## src/rtl/lenet_pkg.sv

```systemverilog
// Shared types and constants for the LeNet batch controller.
//   batch_state_e  : controller FSM states
//   BYTES_PER_ADDR : result bytes packed into one SRAM F word address
//   RESULT_IDX_W   : width of the class-index field
package lenet_pkg;

    typedef enum logic [1:0] {
        StIdle,
        StStart,
        StRun,
        StDrain
    } batch_state_e;

    localparam int unsigned BYTES_PER_ADDR = 4;
    localparam int unsigned RESULT_IDX_W   = 4;

endpackage

```

## src/rtl/lenet_result_buf.sv

```systemverilog
// Result capture buffer: NUM_SET x RESULT_NUM bytes.
//   clk, rst : clock, async active-high reset
//   clear    : synchronous clear of the whole array (wins over writes)
//   wr_en    : per-byte-lane write strobes of the current word address
//   wr_addr  : word address; strobe b targets index wr_addr*4+b
//   wr_data  : one byte per lane, lane i at [i*DATA_WIDTH +: DATA_WIDTH]
//   rd_lane, rd_idx, rd_data : combinational read port
module lenet_result_buf
    import lenet_pkg::*;
#(
    parameter int unsigned NUM_SET    = 2,
    parameter int unsigned DATA_WIDTH = 8,
    parameter int unsigned RESULT_NUM = 10,
    parameter int unsigned LANE_W     = 1
) (
    input  logic                          clk,
    input  logic                          rst,
    input  logic                          clear,
    input  logic [BYTES_PER_ADDR-1:0]     wr_en,
    input  logic [1:0]                    wr_addr,
    input  logic [NUM_SET*DATA_WIDTH-1:0] wr_data,
    input  logic [LANE_W-1:0]             rd_lane,
    input  logic [RESULT_IDX_W-1:0]       rd_idx,
    output logic [DATA_WIDTH-1:0]         rd_data
);

    logic [NUM_SET-1:0][RESULT_NUM-1:0][DATA_WIDTH-1:0] mem_q;

    // Indices >= RESULT_NUM have no storage, so those strobes simply drop.
    always_ff @(posedge clk or posedge rst) begin
        if (rst) begin
            mem_q <= '0;
        end else if (clear) begin
            mem_q <= '0;
        end else begin
            for (int l = 0; l < NUM_SET; l++) begin
                for (int r = 0; r < RESULT_NUM; r++) begin
                    if (wr_en[r % BYTES_PER_ADDR] && wr_addr == 2'(r / BYTES_PER_ADDR)) begin
                        mem_q[l][r] <= wr_data[l*DATA_WIDTH +: DATA_WIDTH];
                    end
                end
            end
        end
    end

    always_comb begin
        rd_data = '0;
        if (int'(rd_lane) < NUM_SET && int'(rd_idx) < RESULT_NUM) begin
            rd_data = mem_q[rd_lane][rd_idx];
        end
    end

endmodule

```

## src/rtl/lenet_batch_ctrl.sv

```systemverilog
// Batch controller for NUM_SET lockstep LeNet cores.
//   batch_valid/batch_ready/batch_mask : host batch request, lane-valid mask
//   conv_start                          : one-cycle start pulse to all cores
//   core_*                              : lane 0 control, all lanes' SRAM F data
//   res_valid/res_ready/res_data/res_lane/res_idx/res_last : result byte stream
//   busy        : controller not idle
//   timeout_err : sticky, last batch aborted by the watchdog
module lenet_batch_ctrl
    import lenet_pkg::*;
#(
    parameter int unsigned NUM_SET     = 2,
    parameter int unsigned DATA_WIDTH  = 8,
    parameter int unsigned RESULT_NUM  = 10,
    parameter int unsigned TIMEOUT_CYC = 2**20 - 1,
    localparam int unsigned LANE_W     = (NUM_SET > 1) ? $clog2(NUM_SET) : 1
) (
    input  logic                          clk,
    input  logic                          rst,
    input  logic                          batch_valid,
    output logic                          batch_ready,
    input  logic [NUM_SET-1:0]            batch_mask,
    output logic                          conv_start,
    input  logic                          core_fc2_done,
    input  logic                          core_write_enable_f,
    input  logic [3:0]                    core_bytemask_f,
    input  logic [1:0]                    core_waddr_f,
    input  logic [NUM_SET*DATA_WIDTH-1:0] core_wdata_f,
    output logic                          res_valid,
    input  logic                          res_ready,
    output logic [DATA_WIDTH-1:0]         res_data,
    output logic [LANE_W-1:0]             res_lane,
    output logic [RESULT_IDX_W-1:0]       res_idx,
    output logic                          res_last,
    output logic                          busy,
    output logic                          timeout_err
);

    localparam int unsigned WD_W = $clog2(TIMEOUT_CYC + 1);

    batch_state_e state_q, state_d;

    logic [NUM_SET-1:0]      mask_q, mask_d;
    logic [WD_W-1:0]         wd_q, wd_d;
    logic                    timeout_q, timeout_d;
    logic [LANE_W-1:0]       lane_q, lane_d;
    logic [RESULT_IDX_W-1:0] idx_q, idx_d;

    logic [LANE_W-1:0]       first_lane, last_lane, next_lane;
    logic                    wd_expired, idx_end, lane_end;
    logic                    buf_clear;
    logic [3:0]              buf_wr_en;
    logic [DATA_WIDTH-1:0]   buf_rd_data;

    // Counter reaches TIMEOUT_CYC on this RUN cycle.
    assign wd_expired = (wd_q == WD_W'(TIMEOUT_CYC - 1));
    assign idx_end    = (idx_q == RESULT_IDX_W'(RESULT_NUM - 1));
    assign lane_end   = (lane_q == last_lane);

    // Mask-skip helpers over the latched mask.
    always_comb begin
        first_lane = '0;
        last_lane  = '0;
        next_lane  = '0;
        for (int i = NUM_SET - 1; i >= 0; i--) begin
            if (mask_q[i]) first_lane = LANE_W'(i);
            if (mask_q[i] && i > int'(lane_q)) next_lane = LANE_W'(i);
        end
        for (int i = 0; i < NUM_SET; i++) begin
            if (mask_q[i]) last_lane = LANE_W'(i);
        end
    end

    // FSM state register.
    always_ff @(posedge clk or posedge rst) begin
        if (rst) state_q <= StIdle;
        else     state_q <= state_d;
    end

    // FSM next state.
    always_comb begin
        state_d = state_q;
        unique case (state_q)
            StIdle:  if (batch_valid && |batch_mask) state_d = StStart;
            StStart: state_d = StRun;
            StRun: begin
                if (core_fc2_done)   state_d = StDrain;
                else if (wd_expired) state_d = StIdle;
            end
            StDrain: if (res_ready && idx_end && lane_end) state_d = StIdle;
            default: state_d = StIdle;
        endcase
    end

    // Datapath next state: mask, watchdog, sticky error, drain pointer.
    always_comb begin
        mask_d    = mask_q;
        wd_d      = wd_q;
        timeout_d = timeout_q;
        lane_d    = lane_q;
        idx_d     = idx_q;
        buf_clear = 1'b0;
        unique case (state_q)
            StIdle: begin
                // An all-zero mask is still accepted; it just issues nothing.
                if (batch_valid) begin
                    mask_d    = batch_mask;
                    wd_d      = '0;
                    timeout_d = 1'b0;
                    buf_clear = 1'b1;
                end
            end
            StRun: begin
                wd_d = wd_q + 1'b1;
                if (core_fc2_done) begin
                    lane_d = first_lane;
                    idx_d  = '0;
                end else if (wd_expired) begin
                    timeout_d = 1'b1;
                    buf_clear = 1'b1;
                end
            end
            StDrain: begin
                if (res_ready) begin
                    if (!idx_end) begin
                        idx_d = idx_q + 1'b1;
                    end else begin
                        idx_d  = '0;
                        lane_d = lane_end ? '0 : next_lane;
                    end
                end
            end
            default: ;
        endcase
    end

    always_ff @(posedge clk or posedge rst) begin
        if (rst) begin
            mask_q    <= '0;
            wd_q      <= '0;
            timeout_q <= 1'b0;
            lane_q    <= '0;
            idx_q     <= '0;
        end else begin
            mask_q    <= mask_d;
            wd_q      <= wd_d;
            timeout_q <= timeout_d;
            lane_q    <= lane_d;
            idx_q     <= idx_d;
        end
    end

    // Capture only in RUN; write enable and byte mask are active-low.
    assign buf_wr_en = (state_q == StRun && !core_write_enable_f) ? ~core_bytemask_f : 4'b0000;

    lenet_result_buf #(
        .NUM_SET    (NUM_SET),
        .DATA_WIDTH (DATA_WIDTH),
        .RESULT_NUM (RESULT_NUM),
        .LANE_W     (LANE_W)
    ) u_result_buf (
        .clk     (clk),
        .rst     (rst),
        .clear   (buf_clear),
        .wr_en   (buf_wr_en),
        .wr_addr (core_waddr_f),
        .wr_data (core_wdata_f),
        .rd_lane (lane_q),
        .rd_idx  (idx_q),
        .rd_data (buf_rd_data)
    );

    // Outputs come straight from state/pointer flops and the (static) buffer.
    always_comb begin
        batch_ready = (state_q == StIdle);
        conv_start  = (state_q == StStart);
        busy        = (state_q != StIdle);
        res_valid   = (state_q == StDrain);
        res_data    = res_valid ? buf_rd_data : '0;
        res_lane    = res_valid ? lane_q : '0;
        res_idx     = res_valid ? idx_q : '0;
        res_last    = res_valid && idx_end && lane_end;
        timeout_err = timeout_q;
    end

endmodule
```

## config.mk

```make
export PLATFORM = sky130hd
export DESIGN_NAME = lenet_batch_ctrl
export DESIGN_NICKNAME = d
export VERILOG_FILES = /design/src/rtl/lenet_pkg.sv /design/src/rtl/lenet_result_buf.sv /design/src/rtl/lenet_batch_ctrl.sv
export SDC_FILE = /design/constraint.sdc
export NUM_CORES = 1
export LEC_CHECK = 0
export ABC_AREA = 1
export CORE_UTILIZATION = 33
export DETAILED_ROUTE_END_ITERATION = 8
export SYNTH_ARGS = -nofsm -noshare
export SYNTH_HDL_FRONTEND = slang
export SYNTH_SLANG_ARGS = --single-unit
```

## constraint.sdc

```tcl
create_clock -name clk -period 18.05 [get_ports clk]
set_input_delay 1.805 -clock clk [delete_from_list [all_inputs] [get_ports clk]]
set_output_delay 1.805 -clock clk [all_outputs]
set_load 0.05 [all_outputs]
```

==> summary.md <==
| Metric | Value |
|---|---|
| Minimum clock period | 5940 ps |
| Final period util | 0.329 |
| Clk pwr share | 0.259 |
| Initial core utilization | 0.334 |
| Layout cells sized above 1 | 0.0558 |
| # IOs | 49 |
| Post-Synth Simple-Gate Area | 0.409 |
| Congestion Overflow GR | 0 |
| Max-slew violations | 0 |
| CTS tree | yes |
| GPL Wtd Cong | 0.811 |
| Area of the multi-input gates | 5050 sq um |
| Synth Area in Adders | 0.00559 |
| CP Max Fanout | 51 |
| Longest Clk Path Bufs | 2 |
| Clock transition at path regs | 80 ps |
| Mux share of post-synthesis cell area | 0.000895 |
| Critical path data arrival time | 4140 ps |
| Status | finished, final reports clean |
| Row cnt | 67 |
| Drt initial violations | 1265 |
| XOR/XNOR Fraction of Synth Area | 0.000783 |
| Combinational share of power | 0.351 |
| Net switching power figure | 0.650 mW |
| Core area | 33400 sq um |
| Netlist cell types | 30 |
| Crit Path Class | register to primary output |
| Worst clock skew | 18.1 ps |
| Sequential share of the synthesized area | 0.425 |
| RSZ-0062 raised after global routing | no |
| Compound-Gate Fraction of Synth Area | 0.0344 |
| Final WS setup | 12110 ps |
| Critical path capture point type | primary output |
| Via count | 10384 |
| Max Cap Viol | 0 |
| Chip height | 186 um |
| Final hold violations | 0 |
| Worst skew pair latency | 450 ps |
| DRC | 0 |
| Root Buffer | clkbuf_16 |
| Overall routing resource usage | 0.205 |
| Slew @ Worst Pin | 1200 ps |
| Synth Instances | 1465 |
| DPL Wire Length | 20400 um |
| Largest net degree at the start of global routing | 122 |
| Vias in the first global route | 9743 |
| # clock sinks | 190 |
| Port Buf Inserts | 48 |
| Reg power frac | 0.389 |
| Die area | 34600 sq um |
| Antenna violations before repair | 0 |
| Internal | 0.911 mW |
| Slew HR | 0.201 |
| Final setup vio count | 0 |
| Mapped Area | 11200 sq um |
| First-pass GRT wire length | 55000 um |
| Warnings, synthesis | 0 |
| Main combinational cell family by area after synthesis | simple AND/OR/NAND/NOR gates |
| Min-delay worst type | register to register |
| Fin nets | 1439 |
| DP Worst Slack | 12570 ps |
| Syn Area/Cell | 7.63 sq um |
| Flops & latches, synth | 190 |
| Final Core Density | 0.360 |
| CTS H-Tree Depth | 4 |
| Syn Nets | 1500 |
| Hold slack | 511 ps |
| First drt pass iteration count | 6 |
| Setup tns final | 0 ps |
| Wirelength per Cell | 18.4 um |
| Worst Setup Start Kind | register |
| Switching portion of total power | 0.416 |
| CP required | 16240 ps |
| Number of fill cells | 3530 |
| Antenna Nets Post-Route | 0 |
| Layout area overhead | 7.64% |
| Cts bufs inserted | 17 |
| # hold bufs at CTS | 0 |
| Leakage | 5.76 nW |
| Peak VDD IR | 0.0698 mV |
| Power Density | 130 nW/um^2 |
| N_diodes | 0 |
| Post_cts resized | 0 |
| Final WL | 34400 um |
| Die W | 186 um |
| Storage cell area | 4760 sq um |
| Via density | 5.57 |
| Setup Buffers After CTS | 0 |
| Max Freq | 168 MHz |
## cell usage after synthesis
cell type	instances	share of area
nand3b_1	1	0.00067
nand2_1	394	0.13
inv_1	120	0.040
clkinv_1	1	0.00034
nor2_2	1	0.00056
o211ai_1	8	0.0054
buf_2	51	0.023
dfrtp_1	190	0.43
nor2_4	13	0.013
nand4_1	325	0.18
nand2_2	6	0.0034
nand3_4	1	0.0016
a21oi_1	20	0.0090
ha_1	5	0.0056
clkbuf_1	36	0.012
o21ai_0	36	0.016
nand3_1	112	0.050
buf_6	38	0.038
o21ai_1	2	0.00090
inv_2	13	0.0044
o21ai_2	1	0.00078
a32o_1	1	0.00090
xor2_1	1	0.00078
o31ai_1	2	0.0013
buf_1	6	0.0020
nor2_1	69	0.023
mux2i_1	1	0.00090
buf_4	6	0.0040
nor3_1	4	0.0018
or2_2	1	0.00056
## power by group through the flow
stage / clock network (mW) / logic (mW) / registers [mW]
detailed placement: 0 / 0.547 / 0.612
global route: 0.427 / 0.614 / 0.622
global placement: 0 / 0.540 / 0.610
finish: 0.405 / 0.549 / 0.608
floorplan: 0 / 0.428 / 0.578
CTS: 0.411 / 0.549 / 0.605
## stage by stage
stage	std cells	cell area [sq um]	power, mW
3_3_place_gp	1833	11400	1.15
6_report	1865	12000	1.56
3_5_place_dp	1833	11400	1.16
2_1_floorplan	1465	11200	1.01
5_1_grt	1865	12000	1.66
4_1_cts	1865	12000	1.56
## final timing paths
check                       startpoint                      to  slack, ps  cells past startpoint
max                           idx_q[0]             res_data[2]      12110                      8
min                        timeout_err             timeout_err        510                      2
max reg2reg                    wd_q[0]  u_result_buf.mem_q[34]      13900                     11
min reg2reg                timeout_err             timeout_err        510                      2
max in group asynchronous          rst                idx_q[0]      14650                      3
min in group asynchronous          rst  u_result_buf.mem_q[51]       1910                      2
## worst max-delay path, stage by stage, from the launching register on
cell and delay [ps]:
dfrtp_2 1100, clkinv_1 610, buf_4 430, nand3_1 160, nand3_1 80, nand2_1 100
nor2_1 80, a21oi_1 230, clkdlybuf4s50_1 850
## layer usage
metal	track usage	share of wire
met1	0.288	0.46
met2	0.328	0.47
met3	0.0293	0.059
met4	0.0544	0.014
met5	0	0
## flip-flops by register name, indices dropped and copies added, names as in the netlist
register and flops:
state_q 2, timeout_err 1, wd_q 20, u_result_buf.mem_q 160, lane_q 1, mask_q 2, idx_q 4
## placed cells by master, fill, tap and decap left out, types with 17 or more instances in the layout
master           count
nor2_1              69
nand2_1            393
dfrtp_1            188
a21oi_1             20
nand3_1            112
clkdlybuf4s50_1     48
clkbuf_16           17
o21ai_0             36
nand4_1            325
inv_1              119
## final cells by class
cell class / count / area share
Tap cell: 448 / 0.0466
Multi-Input combinational cell: 1004 / 0.419
Sequential cell: 190 / 0.395
Inverter: 134 / 0.0424
Clock buffer: 21 / 0.0383
Timing Repair Buffer: 57 / 0.0455
Clock inverter: 11 / 0.0128
## cells by family (layout without fill, tap and decap cells)
| kind of cell | after synthesis | count (layout) |
|---|---|---|
| DFF | 190 | 190 |
| AOI/OAI and AO/OA | 70 | 70 |
| buffers and inverters | 271 | 223 |
| and+or+nand+nor | 927 | 927 |
| xor gates and xnor gates | 1 | 1 |
| muxes | 1 | 1 |
| adders and majority gates | 5 | 5 |
Power figures use the tool's default switching activity.
==> RTL change, RTL diff (same flow settings) <==
Encoding of `batch_state_e`: now one-hot (4 bits for 4 states).
--- a/src/rtl/lenet_pkg.sv
+++ b/src/rtl/lenet_pkg.sv
@@ -4,11 +4,11 @@
 //   RESULT_IDX_W   : width of the class-index field
 package lenet_pkg;
 
-    typedef enum logic [1:0] {
-        StIdle,
-        StStart,
-        StRun,
-        StDrain
+    typedef enum logic [3:0] {
+        StIdle  = 4'b0001,
+        StStart = 4'b0010,
+        StRun   = 4'b0100,
+        StDrain = 4'b1000
     } batch_state_e;
 
     localparam int unsigned BYTES_PER_ADDR = 4;
Check against the original RTL: same outputs for any inputs over 4 cycles, from zero or initial values and one cycle with rst high; so few cycles prove little.
==> RTL change against the unedited design <==
Wire length rose by 6.4%; total power is 14% lower; count of clock-buffer cells in the layout is 2 lower; clock skew is 4.5 ps lower; design area rose by 2.1%; register-to-register slack better by 930 ps; final cell count up 2.5%; core utilization grew 0.39 points; fmax increased by 12%; non-clock buffer count is the same; setup slack improved by 640 ps; area after synthesis is 2.0% higher; sequential cell count rose by 2; highest routed layer unchanged.
==> RTL change: results (changes against the unedited design) <==
| Metric | Value |
|---|---|
| Outcome | completed |
| Drt pass-1 iters | 5 (-1) |
| First-pass GRT wire length | 57400 µm (+4.4%) |
| Avg Cell Area, Syn | 7.55 µm² (-1.1%) |
| Master of the slowest instance on the critical path | clkdlybuf4s50_1 |
| Largest regs | u_result_buf.mem_q: 160 flops, wd_q: 20 flops |
| FF-to-FF path depth | 9 (-2) |
| # clk buffers | 19 (-9.5%) |
| Slowest Stage Delay on Critical Path | 850 ps (-250 ps) |
| Layout cells sized above 1 | 0.0492 (-0.00657) |
| Synth Register Bits | 192 (+1.1%) |
| Pleak | 6.07 nW (+5.4%) |
| Hold slack | 494 ps (-16.9 ps) |
| VDD IR max | 0.0000752 V (+7.8%) |
| Final WS setup | 12740 ps (+636 ps) |
| Final nets | 1486 (+3.3%) |
| Synth cell count leaders | 413 x nand2_1, 327 x nand4_1, 191 x dfrtp_1 |
| Multi-input gates | 1053 (+4.9%) |
| Worst-Margin Slew | 1100 ps (-101 ps) |
| Routed wire per std cell | 19.1 µm (+3.8%) |
| Final Wtd Congestion | 0.892 (+10%) |
| Register share of the cell area | 0.391 (-0.00406) |
| Final instance area | 0.0123 mm² (+2.1%) |
| Tot GR Track Use | 0.207 (+0.00185) |
| Final Skew | 13.6 ps (-4.54 ps) |
| Crit Reg-Reg Startpoint | state_q[1] |
| Hpwl dp | 21600 µm (+6.3%) |
| Filler instances | 3508 (-0.62%) |
| Logic inverters | 130 (-3.0%) |
| Detailed-route via count | 10704 (+3.1%) |
| Buffering overhead | 0.0446 (-0.000937) |
| Worst setup startpoint | lane_q |
| Finished Layout Cells | 1912 (+2.5%) |
| Area of the multi-input gates | 0.00526 mm² (+4.3%) |
## RTL change: cell count changes in the layout (fill, tap and decap cells not counted), sizes merged, moves of 3 or more
cell / delta
o22ai: +3
nand3: -19
nor2: +39
o211ai: -7
inv: -3
a21oi: -17
nand2: +15
o21ai: +36
## RTL change: logic make-up after synthesis
logic type / after synthesis / synth area share
AOI/OAI and AO/OA: 85 / 0.0388
xor gates and xnor gates: 2 / 0.00154
adders and majority gates: 5 / 0.00549
buffers and inverters: 266 / 0.117
DFF: 192 / 0.421
and+or+nand+nor: 961 / 0.416
## RTL change: report_power, final
part	internal, mW	leakage, nW	switching, mW
Sequential	0.459	2.66	0.0215
Clock	0.215	0.290	0.184
Combinational	0.108	3.11	0.362
Total	0.781	6.07	0.567
## RTL change: layer usage
layer	share of wire	global-route usage	up-vias
li1	-	-	5037
met1	0.47	0.313	5215
met2	0.44	0.304	419
met3	0.073	0.0378	33
met4	0.013	0.0444	0
met5	0	0	-
